$ cat src/rtl/control_unit_pkg.sv
// Shared encodings for the multi-cycle RV32I control path: opcodes, FSM states,
// datapath mux selects and ALU class codes (also used by the ALU control decoder).
package control_unit_pkg;

  typedef enum logic [3:0] {
    ST_FETCH    = 4'd0,
    ST_DECODE   = 4'd1,
    ST_MEMADR   = 4'd2,
    ST_MEMREAD  = 4'd3,
    ST_MEMWB    = 4'd4,
    ST_MEMWRITE = 4'd5,
    ST_EXECR    = 4'd6,
    ST_EXECI    = 4'd7,
    ST_ALUWB    = 4'd8,
    ST_BRANCH   = 4'd9,
    ST_JAL      = 4'd10,
    ST_JALR     = 4'd11,
    ST_LUI      = 4'd12
  } state_t;

  localparam logic [6:0] OP_LOAD   = 7'b0000011;
  localparam logic [6:0] OP_STORE  = 7'b0100011;
  localparam logic [6:0] OP_REG    = 7'b0110011;
  localparam logic [6:0] OP_IMM    = 7'b0010011;
  localparam logic [6:0] OP_BRANCH = 7'b1100011;
  localparam logic [6:0] OP_JAL    = 7'b1101111;
  localparam logic [6:0] OP_JALR   = 7'b1100111;
  localparam logic [6:0] OP_LUI    = 7'b0110111;
  localparam logic [6:0] OP_AUIPC  = 7'b0010111;

  localparam logic [1:0] SRC_A_PC    = 2'b00;
  localparam logic [1:0] SRC_A_RS1   = 2'b01;
  localparam logic [1:0] SRC_A_OLDPC = 2'b10;
  localparam logic [1:0] SRC_A_ZERO  = 2'b11;

  localparam logic [1:0] SRC_B_RS2  = 2'b00;
  localparam logic [1:0] SRC_B_FOUR = 2'b01;
  localparam logic [1:0] SRC_B_IMM  = 2'b10;

  localparam logic [1:0] WB_ALUOUT = 2'b00;
  localparam logic [1:0] WB_MDR    = 2'b01;
  localparam logic [1:0] WB_PC     = 2'b10;

  localparam logic [1:0] ALUOP_ADD    = 2'b00;
  localparam logic [1:0] ALUOP_BRANCH = 2'b01;
  localparam logic [1:0] ALUOP_FUNCT  = 2'b10;

  typedef struct packed {
    logic       pc_write;
    logic       pc_write_cond;
    logic       pc_source;
    logic       lord;
    logic       memory_read;
    logic       memory_write;
    logic       ir_write;
    logic [1:0] mem_to_reg;
    logic       reg_write;
    logic [1:0] alu_src_a;
    logic [1:0] alu_src_b;
    logic [1:0] aluop;
    logic       is_immediate;
  } ctrl_t;

  // Moore decode: every control not named for a state stays 0.
  function automatic ctrl_t ctrl_decode(input state_t s);
    ctrl_t c;
    c = '0;
    case (s)
      ST_FETCH: begin
        c.memory_read = 1'b1;
        c.ir_write    = 1'b1;
        c.alu_src_a   = SRC_A_PC;
        c.alu_src_b   = SRC_B_FOUR;
        c.aluop       = ALUOP_ADD;
        c.pc_write    = 1'b1;
      end
      ST_DECODE: begin
        c.alu_src_a = SRC_A_OLDPC;
        c.alu_src_b = SRC_B_IMM;
      end
      ST_MEMADR: begin
        c.alu_src_a = SRC_A_RS1;
        c.alu_src_b = SRC_B_IMM;
      end
      ST_MEMREAD: begin
        c.memory_read = 1'b1;
        c.lord        = 1'b1;
      end
      ST_MEMWB: begin
        c.reg_write  = 1'b1;
        c.mem_to_reg = WB_MDR;
      end
      ST_MEMWRITE: begin
        c.memory_write = 1'b1;
        c.lord         = 1'b1;
      end
      ST_EXECR: begin
        c.alu_src_a = SRC_A_RS1;
        c.alu_src_b = SRC_B_RS2;
        c.aluop     = ALUOP_FUNCT;
      end
      ST_EXECI: begin
        c.alu_src_a    = SRC_A_RS1;
        c.alu_src_b    = SRC_B_IMM;
        c.aluop        = ALUOP_FUNCT;
        c.is_immediate = 1'b1;
      end
      ST_LUI: begin
        c.alu_src_a = SRC_A_ZERO;
        c.alu_src_b = SRC_B_IMM;
      end
      ST_ALUWB: begin
        c.reg_write  = 1'b1;
        c.mem_to_reg = WB_ALUOUT;
      end
      ST_BRANCH: begin
        c.alu_src_a     = SRC_A_RS1;
        c.alu_src_b     = SRC_B_RS2;
        c.aluop         = ALUOP_BRANCH;
        c.pc_write_cond = 1'b1;
        c.pc_source     = 1'b1;
      end
      ST_JAL: begin
        c.reg_write  = 1'b1;
        c.mem_to_reg = WB_PC;
        c.pc_write   = 1'b1;
        c.pc_source  = 1'b1;
      end
      ST_JALR: begin
        c.alu_src_a  = SRC_A_RS1;
        c.alu_src_b  = SRC_B_IMM;
        c.reg_write  = 1'b1;
        c.mem_to_reg = WB_PC;
        c.pc_write   = 1'b1;
      end
      default: c = '0;
    endcase
    return c;
  endfunction

endpackage

$ cat src/rtl/control_unit.sv
// Multi-cycle RV32I main control FSM; 2-5 cycles per instruction, Moore outputs.
// No stall/backpressure: the datapath and memory always complete in one cycle.
module control_unit
  import control_unit_pkg::*;
(
  input  logic       clk,
  input  logic       rst,
  input  logic [6:0] instruction_opcode_i,
  output logic       pc_write_o,
  output logic       pc_write_cond_o,
  output logic       pc_source_o,
  output logic       lorD_o,
  output logic       memory_read_o,
  output logic       memory_write_o,
  output logic       ir_write_o,
  output logic [1:0] mem_to_reg_o,
  output logic       reg_write_o,
  output logic [1:0] alu_src_a_o,
  output logic [1:0] alu_src_b_o,
  output logic [1:0] aluop_o,
  output logic       is_immediate_o,
  output logic [3:0] state_o
);

  state_t state;
  ctrl_t  ctrl;

  always_ff @(posedge clk) begin
    if (rst) begin
      state <= ST_FETCH;
    end else begin
      case (state)
        ST_FETCH: state <= ST_DECODE;
        ST_DECODE: begin
          case (instruction_opcode_i)
            OP_LOAD, OP_STORE: state <= ST_MEMADR;
            OP_REG:            state <= ST_EXECR;
            OP_IMM:            state <= ST_EXECI;
            OP_BRANCH:         state <= ST_BRANCH;
            OP_JAL:            state <= ST_JAL;
            OP_JALR:           state <= ST_JALR;
            OP_LUI:            state <= ST_LUI;
            OP_AUIPC:          state <= ST_ALUWB;  // PC-relative sum already in ALUOut
            default:           state <= ST_FETCH;
          endcase
        end
        ST_MEMADR:   state <= (instruction_opcode_i == OP_LOAD) ? ST_MEMREAD : ST_MEMWRITE;
        ST_MEMREAD:  state <= ST_MEMWB;
        ST_EXECR:    state <= ST_ALUWB;
        ST_EXECI:    state <= ST_ALUWB;
        ST_LUI:      state <= ST_ALUWB;
        default:     state <= ST_FETCH;
      endcase
    end
  end

  // Reset masks the decode immediately so no strobe leaks from a half-done instruction.
  always_comb begin
    ctrl = ctrl_decode(state);
    if (rst) ctrl = '0;
  end

  assign pc_write_o      = ctrl.pc_write;
  assign pc_write_cond_o = ctrl.pc_write_cond;
  assign pc_source_o     = ctrl.pc_source;
  assign lorD_o          = ctrl.lord;
  assign memory_read_o   = ctrl.memory_read;
  assign memory_write_o  = ctrl.memory_write;
  assign ir_write_o      = ctrl.ir_write;
  assign mem_to_reg_o    = ctrl.mem_to_reg;
  assign reg_write_o     = ctrl.reg_write;
  assign alu_src_a_o     = ctrl.alu_src_a;
  assign alu_src_b_o     = ctrl.alu_src_b;
  assign aluop_o         = ctrl.aluop;
  assign is_immediate_o  = ctrl.is_immediate;
  assign state_o         = rst ? 4'd0 : state;

endmodule
$ cat config.mk
export PLATFORM = sky130hd
export DESIGN_NAME = control_unit
export DESIGN_NICKNAME = d
export VERILOG_FILES = /design/src/rtl/control_unit_pkg.sv /design/src/rtl/control_unit.sv
export SDC_FILE = /design/constraint.sdc
export NUM_CORES = 1
export LEC_CHECK = 0
export BUFFER_PORTS_ARGS = -buffer_cell sky130_fd_sc_hd__buf_2
export CELL_PAD_IN_SITES_DETAIL_PLACEMENT = 0
export CELL_PAD_IN_SITES_GLOBAL_PLACEMENT = 1
export CORE_UTILIZATION = 25
export CTS_CLUSTER_SIZE = 20
export DETAILED_ROUTE_END_ITERATION = 10
export PLACE_DENSITY_LB_ADDON = 0.1
export SYNTH_ARGS = -nofsm -noshare
export SYNTH_HDL_FRONTEND = slang
export SYNTH_SLANG_ARGS = --single-unit
$ cat constraint.sdc
create_clock -name clk -period 2.05 [get_ports clk]
set_clock_uncertainty 0.2 [all_clocks]
set_input_delay 0.3075 -clock clk [delete_from_list [all_inputs] [get_ports clk]]
set_output_delay 0.3075 -clock clk [all_outputs]
set_load 0.02 [all_outputs]
==> results of run 1 <==
cell usage after synthesis:
library cell,number
a211oi_1,2
a21o_1,1
a21oi_1,8
a31oi_1,1
buf_2,2
buf_4,2
clkbuf_1,1
dfxtp_1,4
inv_1,4
mux2i_1,1
nand2_1,9
nand2b_1,6
nand3_1,2
nand3b_1,1
nand4_1,1
nor2_1,13
nor2b_1,2
nor3_1,6
nor4_1,3
nor4_4,1
o21ai_0,3
o21bai_1,2
o31ai_1,2
or2_2,1
or2_4,1
xnor2_1,1
stage by stage:
step           cells  total power [mW]  cell area (um2)
6_report         134            0.2675            698.2
4_1_cts          134            0.2703            689.4
3_3_place_gp     131            0.1752            666.9
3_5_place_dp     131            0.1746            666.9
5_1_grt          134            0.2823            698.2
2_1_floorplan     80            0.1428            504.2
area by class of cell:
| type | count | area (um2) |
|---|---|---|
| repair buffers | 31 | 160.2 |
| fillers | 226 | 1104 |
| clock buffers | 3 | 22.52 |
| multi-input cells | 67 | 385.4 |
| well taps | 25 | 31.28 |
| flip-flops and latches | 4 | 83.83 |
| inverters | 4 | 15.01 |
worst max-delay path, stage by stage (launching register included):
cell	delay (ns)
dfxtp_2	0.35
nand2b_1	0.23
nand3_1	0.12
o21ai_0	0.08
a211oi_1	0.23
buf_2	0.19
routing by layer:
metal  up-vias  global-route usage  part of all wire
met5         -                   0                 0
met3         0                   0             0.040
met1       265              0.1995              0.50
li1        343                   -                 -
met2        17              0.2222              0.46
met4         0             0.03429                 0
worst max path at each step:
| stage | from | to | slack [ns] | cells after the start |
|---|---|---|---|---|
| detailed placement | state[1]$_SDFF_PP0_ | alu_src_a_o[0] | 0.27 | 5 |
| finish | state[3]$_SDFF_PP0_ | alu_src_b_o[1] | 0.12 | 5 |
| global route | state[3]$_SDFF_PP0_ | alu_src_b_o[1] | 0.02 | 5 |
| CTS | state[1]$_SDFF_PP0_ | alu_src_a_o[0] | 0.02 | 5 |
| floorplan | state[1]$_SDFF_PP0_ | lorD_o | 0.10 | 3 |
| global placement | state[1]$_SDFF_PP0_ | state[3]$_SDFF_PP0_ | 0.25 | 5 |
layout by cell type (no fill, tap or decap), drive strengths merged, types with 2 or more instances in the layout:
cell type	n
clkbuf	3
nand2	9
inv	4
nand3	2
dfxtp	4
a21oi	8
buf	31
nor4	4
or2	2
nor2b	2
nand2b	6
nor2	13
a211oi	2
o21bai	2
o31ai	2
o21ai	3
nor3	6
power groups by stage:
stage	Clock [mW]	Sequential [mW]	Combinational (mW)
finish	0.0947	0.0837	0.0891
global route	0.0983	0.0840	0.100
CTS	0.0967	0.0835	0.0901
detailed placement	0	0.0847	0.0899
global placement	0	0.0847	0.0905
floorplan	0	0.0840	0.0589
logic make-up after synthesis:
kind of cell	Yosys count
buffers and inverters	9
flip-flops	4
multiplexers	1
AO/OA/AOI/OAI	19
XOR/XNOR	1
AND/OR/NAND/NOR	46
==> impl_results.md, run 1 <==
* Synth warn at 0
* Final period util at 0.9421
* Final hold slack at 0.1955 ns
* Cts hold-fix bufs at 0
* Worst-Margin Slew at 0.5064 ns
* Setup CP Type: reg2out
* Layout cell share with drive strength beyond 1 at 0.3945
* Post-Place Setup Slack at 0.2654 ns
* Comb pwr share at 0.333
* Overflow after GRT at 0
* Starting DRT DRC Count at 11
* Crit path time final at 1.931 ns
* I/O Buffers at 29
* Pint at 180.6 uW
* Final Core Density at 0.3875
* Synth Area in Adders at 0
* Average size of a mapped cell at 6.225 um2
* Io pins at 30
* R2r setup slk at 0.46 ns
* Worst skew pair latency at 0.23 ns
* Final ANT Viol Nets at 0
* Top flop regs: state (4)
* Worst setup EP type: output port
* NetSw at 86.96 uW
* Hold Path Origin: instruction_opcode_i[3]
* Peak supply drop at 0.1701 mV
* Xor and xnor area share after synthesis at 0.01759
* Routed vias/inst at 4.664
* Outcome: finished, final reports clean
* Clock Path Buffers at 2
* Clock share of power at 0.354
* TritonCTS clock tree: yes
* Post-synthesis sequential area ratio at 0.1608
* Largest register FFs at 4
* Reg power frac at 0.313
* Post-CTS setup buffers at 0
* Routed vias at 625
* TritonRoute pass-1 iters at 4
* RR Endpoint: state[3]$_SDFF_PP0_
* Reg2Reg Depth at 5
* WP data required at 1.54 ns
* Die extent in y at 46.63 um
* Final GP Congestion at 0.7382
* Fin nets at 120
* Clock transition at path regs at 0.04 ns
* Die width at 46.63 um
* Root buf cell: clkbuf_4
* CP Max Fanout at 8
* Pwr dens at 383.2 nW/um2
* Largest net degree at the start of global routing at 17
* RSZ-0062 raised after global routing: no
* WP data arrival at 1.42 ns
* Top post-synthesis cells by area: dfxtp_1 (16%), nor2_1 (9.8%), a21oi_1 (8.0%)
* Row count at 15
* Mapped Cells at 80
* Slew Viols, Final at 0
* Startpoint Class: flop
* Hold EP: state[2]$_SDFF_PP0_
* Max-Cap Viols at 0
* PostCTS Resize Cnt at 0
* WL final at 1384 um
* Yosys reg bits at 4
* Slew margin rel. at 0.6593
* Routed WL per cell at 10.33 um
* Overall routing resource usage at 0.1369
* # diodes at 0
* Final count of negative-setup-slack endpoints at 0
* Fmax at 517.8 MHz
* Final Hold Viols at 0
* Sum Neg Setup Slack at 0 ns
* R2r startpoint: state[1]$_SDFF_PP0_
* WHS Path Cells at 4
* DP HPWL at 1098 um
* Post-synthesis simple-gate area fraction at 0.4849
* Die area at 2174 um2
* Drc violations at 0
* Syn Std Cell Area at 498.0 um2
* CTS H-tree lvls at 1
* Post-synth top area cell: dfxtp_1
* Worst hold path type: in2reg
* Initial antenna violation count at 0
* Top reg by flops: state
* Synth Area in Compound Gates at 0.2286
* Distinct cell type count after synthesis at 26
* LEAKAGE at 0.3358 nW
* Worst Slack Setup Final at 0.1188 ns
* Area fraction of the dominant cell type after synthesis at 0.1608
* Vias in the first global route at 515
* Core Region at 1802 um2
* Clk sinks at 4
* Largest family of logic cells by synthesized area: simple AND/OR/NAND/NOR gates
* Sw Share at 0.3251
* Post-synthesis mux area share at 0.02010
* Cts bufs inserted at 3
* Syn nets at 89
* Global-route wire length before repair at 2214 um
* Initial Utilization at 0.2764
* Area grow syn2layout at 40.20%
Note: power is estimated with default switching activity, not from simulation.
==> run 2, diff against run 1 <==
==> constraint.sdc (replaced) <==
create_clock -name clk -period 1.85 [get_ports clk]
set_clock_uncertainty 0.2 [all_clocks]
set_input_delay 0.185 -clock clk [delete_from_list [all_inputs] [get_ports clk]]
set_output_delay 0.185 -clock clk [all_outputs]
set_load 0.02 [all_outputs]
==> run 2 against run 1 <==
Sequential share of layout area up 0.19 points. Wire length increased by 6.6%. Design area is 2.9% higher. Critical path depth stayed put. Sequential cell count did not move. Total power rose by 12%. Sequential power grew 12%. First-iteration DRC count down 9.1%. Global-route usage is 0.46 points higher. Core utilization is 1.1 points higher. Critical path type unchanged. Critical endpoint unchanged. Largest cell class unchanged.
==> impl_results.md, run 2 (synthesis results as in run 1) <==
* Most frequent cells in the layout: buf_2 (29), nor2_1 (12), nand2_1 (9), a21oi_1 (8), nor3_1 (6)
* CTS H-tree lvls at 1
* Clock share of power at 0.356
* Die width at 46.63 um
* Die area at 2174 um2
* Crit path launch: state[3]$_SDFF_PP0_
* Area grow syn2layout at 44.22%
* Drc violations at 0
* Worst skew pair latency at 0.23 ns
* Worst-Margin Slew at 0.5072 ns
* Top flop regs: state (4)
* Placed cells at 131
* Pwr dens at 418.7 nW/um2
* WP data arrival at 1.40 ns
* R2r startpoint: state[3]$_SDFF_PP0_
* Cts hold-fix bufs at 0
* Global-route wire length before repair at 2194 um
* I/O Buffers at 29
* Root buf cell: clkbuf_4
* Peak supply drop at 0.3542 mV
* Slew margin rel. at 0.6588
* Routed vias at 646
* Fin nets at 120
* Overall routing resource usage at 0.1415
* LEAKAGE at 0.3405 nW
* Top reg by flops: state
* Reg2Reg Depth at 4
* Startpoint Class: flop
* Starting DRT DRC Count at 10
* Comb pwr share at 0.331
* Layout cell share with drive strength beyond 1 at 0.4128
* Clock transition at path regs at 0.04 ns
* CP Max Fanout at 8
* Fin cells at 134
* WP data required at 1.46 ns
* Largest net degree at the start of global routing at 17
* Cts bufs inserted at 3
* Worst Setup EP: alu_src_b_o[1]
* RSZ-0062 raised after global routing: yes
* Slew Viols, Final at 0
* NetSw at 100.8 uW
* Final count of negative-setup-slack endpoints at 0
* TritonCTS clock tree: yes
* Pint at 199.9 uW
* Clock Path Buffers at 2
* Io pins at 30
* Worst setup EP type: output port
* Max-Cap Viols at 0
* Outcome: finished, final reports clean
* DP HPWL at 1102 um
* Final ANT Viol Nets at 0
* Sum Neg Setup Slack at 0 ns
* Final Core Density at 0.3986
* Fmax at 559.5 MHz
* WL final at 1475 um
* Die extent in y at 46.63 um
* Post-CTS setup buffers at 0
* Area of the multi-input gates at 401.6 um2
* Overflow after GRT at 0
* Row count at 15
* Initial antenna violation count at 0
* TritonRoute pass-1 iters at 4
* RR Endpoint: state[3]$_SDFF_PP0_
* Setup CP Type: reg2out
* Final Hold Viols at 0
* Crit path time final at 1.787 ns
* # diodes at 0
* Reg power frac at 0.312
* Final period util at 0.9662
* Routed vias/inst at 4.821
* Vias in the first global route at 497
* WHS Path Cells at 4
* Most common cell after layout, fill and taps aside: buf_2
* Layout filler cell count at 226
* Routed WL per cell at 11.01 um
* Initial Utilization at 0.2764
* Final GP Congestion at 0.8160
* Largest register FFs at 4
* Seq. cell area at 87.58 um2
* Clk sinks at 4
* Final Total Pwr at 300.7 uW
* R2r setup slk at 0.38 ns
* Core Region at 1802 um2
* Worst hold path type: in2reg
* Sw Share at 0.3352
## run 2: cell count changes in the layout (fill, tap and decap cells not counted)
| cell | previous run | this run |
|---|---|---|
| dfxtp_1 | 1 | 0 |
| dfxtp_4 | 0 | 1 |
| nand2b_1 | 5 | 4 |
| nand2b_4 | 0 | 1 |
| nor4_2 | 1 | 0 |
| nor4_4 | 1 | 2 |
## run 2: worst min path at each step
stage | to | startpoint | slack [ns]
floorplan | state[2]$_SDFF_PP0_ | instruction_opcode_i[3] | 0.16
global placement | state[1]$_SDFF_PP0_ | instruction_opcode_i[4] | 0.33
detailed placement | state[2]$_SDFF_PP0_ | instruction_opcode_i[3] | 0.32
CTS | state[2]$_SDFF_PP0_ | instruction_opcode_i[3] | 0.07
global route | state[2]$_SDFF_PP0_ | instruction_opcode_i[3] | 0.08
finish | state[2]$_SDFF_PP0_ | instruction_opcode_i[3] | 0.07
## run 2: metal layers
layer	share of wire	vias up	global-route usage
li1	-	340	-
met1	0.48	282	0.1963
met2	0.46	24	0.2167
met3	0.064	0	0.04706
met4	0	0	0.01714
met5	0	-	0
## run 2: area by class of cell
cell class              instances  share of cell area
well taps                      25             0.04355
repair buffers                 31              0.2230
flip-flops and latches          4              0.1220
inverters                       4             0.02091
clock buffers                   3             0.03136
multi-input cells              67              0.5592
## run 2: stage by stage
step                      cell area, um2  worst slack [ns]  hold WS (ns)
after floorplan                    504.2           0.02497        0.1603
after global placement             666.9            0.1515        0.3349
after detailed placement           666.9            0.1518        0.3178
after CTS                          703.2           0.01660       0.06508
after global routing               718.2          -0.03559       0.07656
final                              718.2           0.06258       0.06988
## run 2: power by group through the flow
stage               sequential [mW]  combinational [mW]  clock [mW]
global route                 0.0942               0.111       0.123
global placement             0.0946              0.0967           0
detailed placement           0.0942              0.0965           0
CTS                          0.0938              0.0981       0.113
floorplan                    0.0931              0.0652           0
finish                       0.0939              0.0997       0.107
## run 2: repair_timing
item,in CTS,in global routing
endpoints found under the setup margin,7,3
gates resized for setup,6,4
endpoints found under the hold margin,0,0
## run 2: worst max-delay path, stage by stage (launching register included)
cell and delay, ns:
dfxtp_2 0.35, nand2b_1 0.22, nand3_1 0.11, o21ai_0 0.08, a211oi_1 0.22, buf_2 0.19
==> run 3, diff against run 2 <==
--- a/config.mk
+++ b/config.mk
@@ -8,7 +8,7 @@
 export BUFFER_PORTS_ARGS = -buffer_cell sky130_fd_sc_hd__buf_2
 export CELL_PAD_IN_SITES_DETAIL_PLACEMENT = 0
 export CELL_PAD_IN_SITES_GLOBAL_PLACEMENT = 1
-export CORE_UTILIZATION = 25
+export CORE_UTILIZATION = 26
 export CTS_CLUSTER_SIZE = 20
 export DETAILED_ROUTE_END_ITERATION = 10
 export PLACE_DENSITY_LB_ADDON = 0.1
==> run 3 against run 2 <==
Cell count increased by 0.75%. Highest routed layer is now met4. Hold slack better by 0.0024 ns. Largest power group unchanged. Sequential share of layout area decreased by 0.48 points. Via count fell by 0.77%.
==> impl_results.md, run 3 (synthesis results as in run 1) <==
* Initial Utilization at 0.2823
* DP HPWL at 1161 um
* I/O Buffers at 29
* Die extent in y at 45.77 um
* Slew margin rel. at 0.7141
* Final period util at 0.9609
* WP data arrival at 1.39 ns
* Overall routing resource usage at 0.1474
* Peak supply drop at 0.2656 mV
* Layout filler cell count at 201
* CTS H-tree lvls at 1
* LEAKAGE at 0.3471 nW
* Worst hold path type: in2reg
* RSZ-0062 raised after global routing: yes
* Top flop regs: state (4)
* # diodes at 0
* Sw Share at 0.3347
* Cts bufs inserted at 3
* Clock share of power at 0.356
* Final ANT Viol Nets at 0
* Vias in the first global route at 502
* Post-CTS setup buffers at 0
* TritonCTS clock tree: yes
* Layout cell share with drive strength beyond 1 at 0.4273
* Row count at 15
* Fin nets at 121
* Clk sinks at 4
* Setup CP Type: reg2out
* Crit path time final at 1.778 ns
* Final GP Congestion at 0.7266
* Starting DRT DRC Count at 12
* Initial antenna violation count at 0
* Max-Cap Viols at 0
* Comb pwr share at 0.338
* Area of the multi-input gates at 414.1 um2
* Drc violations at 0
* Area grow syn2layout at 47.99%
* Clock Path Buffers at 2
* Final hold slack at 0.07231 ns
* Reg power frac at 0.306
* Top reg by flops: state
* Largest register FFs at 4
* Worst setup EP type: output port
* Most frequent cells in the layout: buf_2 (29), nor2_1 (12), nand2_1 (9), a21oi_1 (8), nor3_1 (5)
* Root buf cell: clkbuf_4
* Slew Viols, Final at 0
* Die width at 45.77 um
* NetSw at 101.2 uW
* Most common cell after layout, fill and taps aside: buf_2
* Final Hold Viols at 0
* Routed vias at 641
* Worst skew pair latency at 0.24 ns
* Pwr dens at 410.3 nW/um2
* Core Region at 1764 um2
* Fmax at 562.5 MHz
* WL final at 1446 um
* Final Core Density at 0.4177
* Overflow after GRT at 0
* Clock transition at path regs at 0.04 ns
* Routed vias/inst at 4.748
* Die area at 2094 um2
* WP data required at 1.46 ns
* Final count of negative-setup-slack endpoints at 0
* CP Max Fanout at 8
* Pint at 201.2 uW
* Largest net degree at the start of global routing at 17
* Global-route wire length before repair at 2228 um
* Routed WL per cell at 10.71 um
* Worst-Margin Slew at 0.4250 ns
* Startpoint Class: flop
* TritonRoute pass-1 iters at 4
* Outcome: finished, final reports clean
* Seq. cell area at 86.33 um2
* Io pins at 30
-- run 3: changes by cell type in the layout (fill, tap and decap cells not counted) --
| cell | delta |
|---|---|
| buf_4 | +1 |
| dfxtp_1 | +1 |
| dfxtp_2 | -1 |
| nand2b_1 | -1 |
| nand2b_4 | +1 |
| nor3_1 | -1 |
| nor3_2 | +1 |
-- run 3: final timing paths --
| kind | endpoint | start | cells after the start | slack, ns |
|---|---|---|---|---|
| min reg2reg | state[3]$_SDFF_PP0_ | state[2]$_SDFF_PP0_ | 2 | 0.45 |
| min | state[1]$_SDFF_PP0_ | instruction_opcode_i[4] | 4 | 0.07 |
| max reg2reg | state[3]$_SDFF_PP0_ | state[1]$_SDFF_PP0_ | 4 | 0.31 |
| max | alu_src_b_o[1] | state[3]$_SDFF_PP0_ | 5 | 0.07 |
-- run 3: layout make-up --
type,count,share of cell area
clock buffer,3,0.03056
inverter,4,0.02037
multi-input combinational,67,0.5620
sequential,4,0.1171
tap,25,0.04244
timing repair buffer,32,0.2275
-- run 3: routing by layer --
| layer | share of wire | global-route usage |
|---|---|---|
| met1 | 0.48 | 0.1948 |
| met2 | 0.47 | 0.2400 |
| met3 | 0.049 | 0.03571 |
| met4 | 0.0076 | 0.03529 |
| met5 | 0 | 0 |
-- run 3: worst max-delay path, stage by stage (launching register included) --
cell and delay (ns):
dfxtp_2 0.41, nand2_1 0.12, nor2_1 0.16, a211oi_1 0.07
a211oi_1 0.20, buf_2 0.19
-- run 3: repair_timing --
action	CTS	global route
pin swaps	0	0
hold buffers	0	0
endpoints found under the setup margin	5	5
resized for setup	6	5
-- run 3: metrics by stage --
stage | cell area [um2] | TNS, ns | setup WS, ns | total power [mW] | cells
6_report | 737.0 | 0 | 0.07226 | 0.3024 | 135
5_1_grt | 737.0 | -0.02611 | -0.02611 | 0.3280 | 135
4_1_cts | 713.2 | 0 | 0.02403 | 0.3094 | 135
3_5_place_dp | 674.4 | 0 | 0.1881 | 0.1936 | 132
3_3_place_gp | 674.4 | 0 | 0.2004 | 0.1941 | 132
2_1_floorplan | 504.2 | 0 | 0.02497 | 0.1583 | 80
-- run 3: power groups by stage --
| stage | registers [mW] | logic (mW) | clock network [mW] |
|---|---|---|---|
| 6_report | 0.0927 | 0.102 | 0.108 |
| 5_1_grt | 0.0929 | 0.112 | 0.123 |
| 4_1_cts | 0.0931 | 0.101 | 0.116 |
| 3_5_place_dp | 0.0940 | 0.0997 | 0 |
| 3_3_place_gp | 0.0940 | 0.100 | 0 |
| 2_1_floorplan | 0.0931 | 0.0652 | 0 |
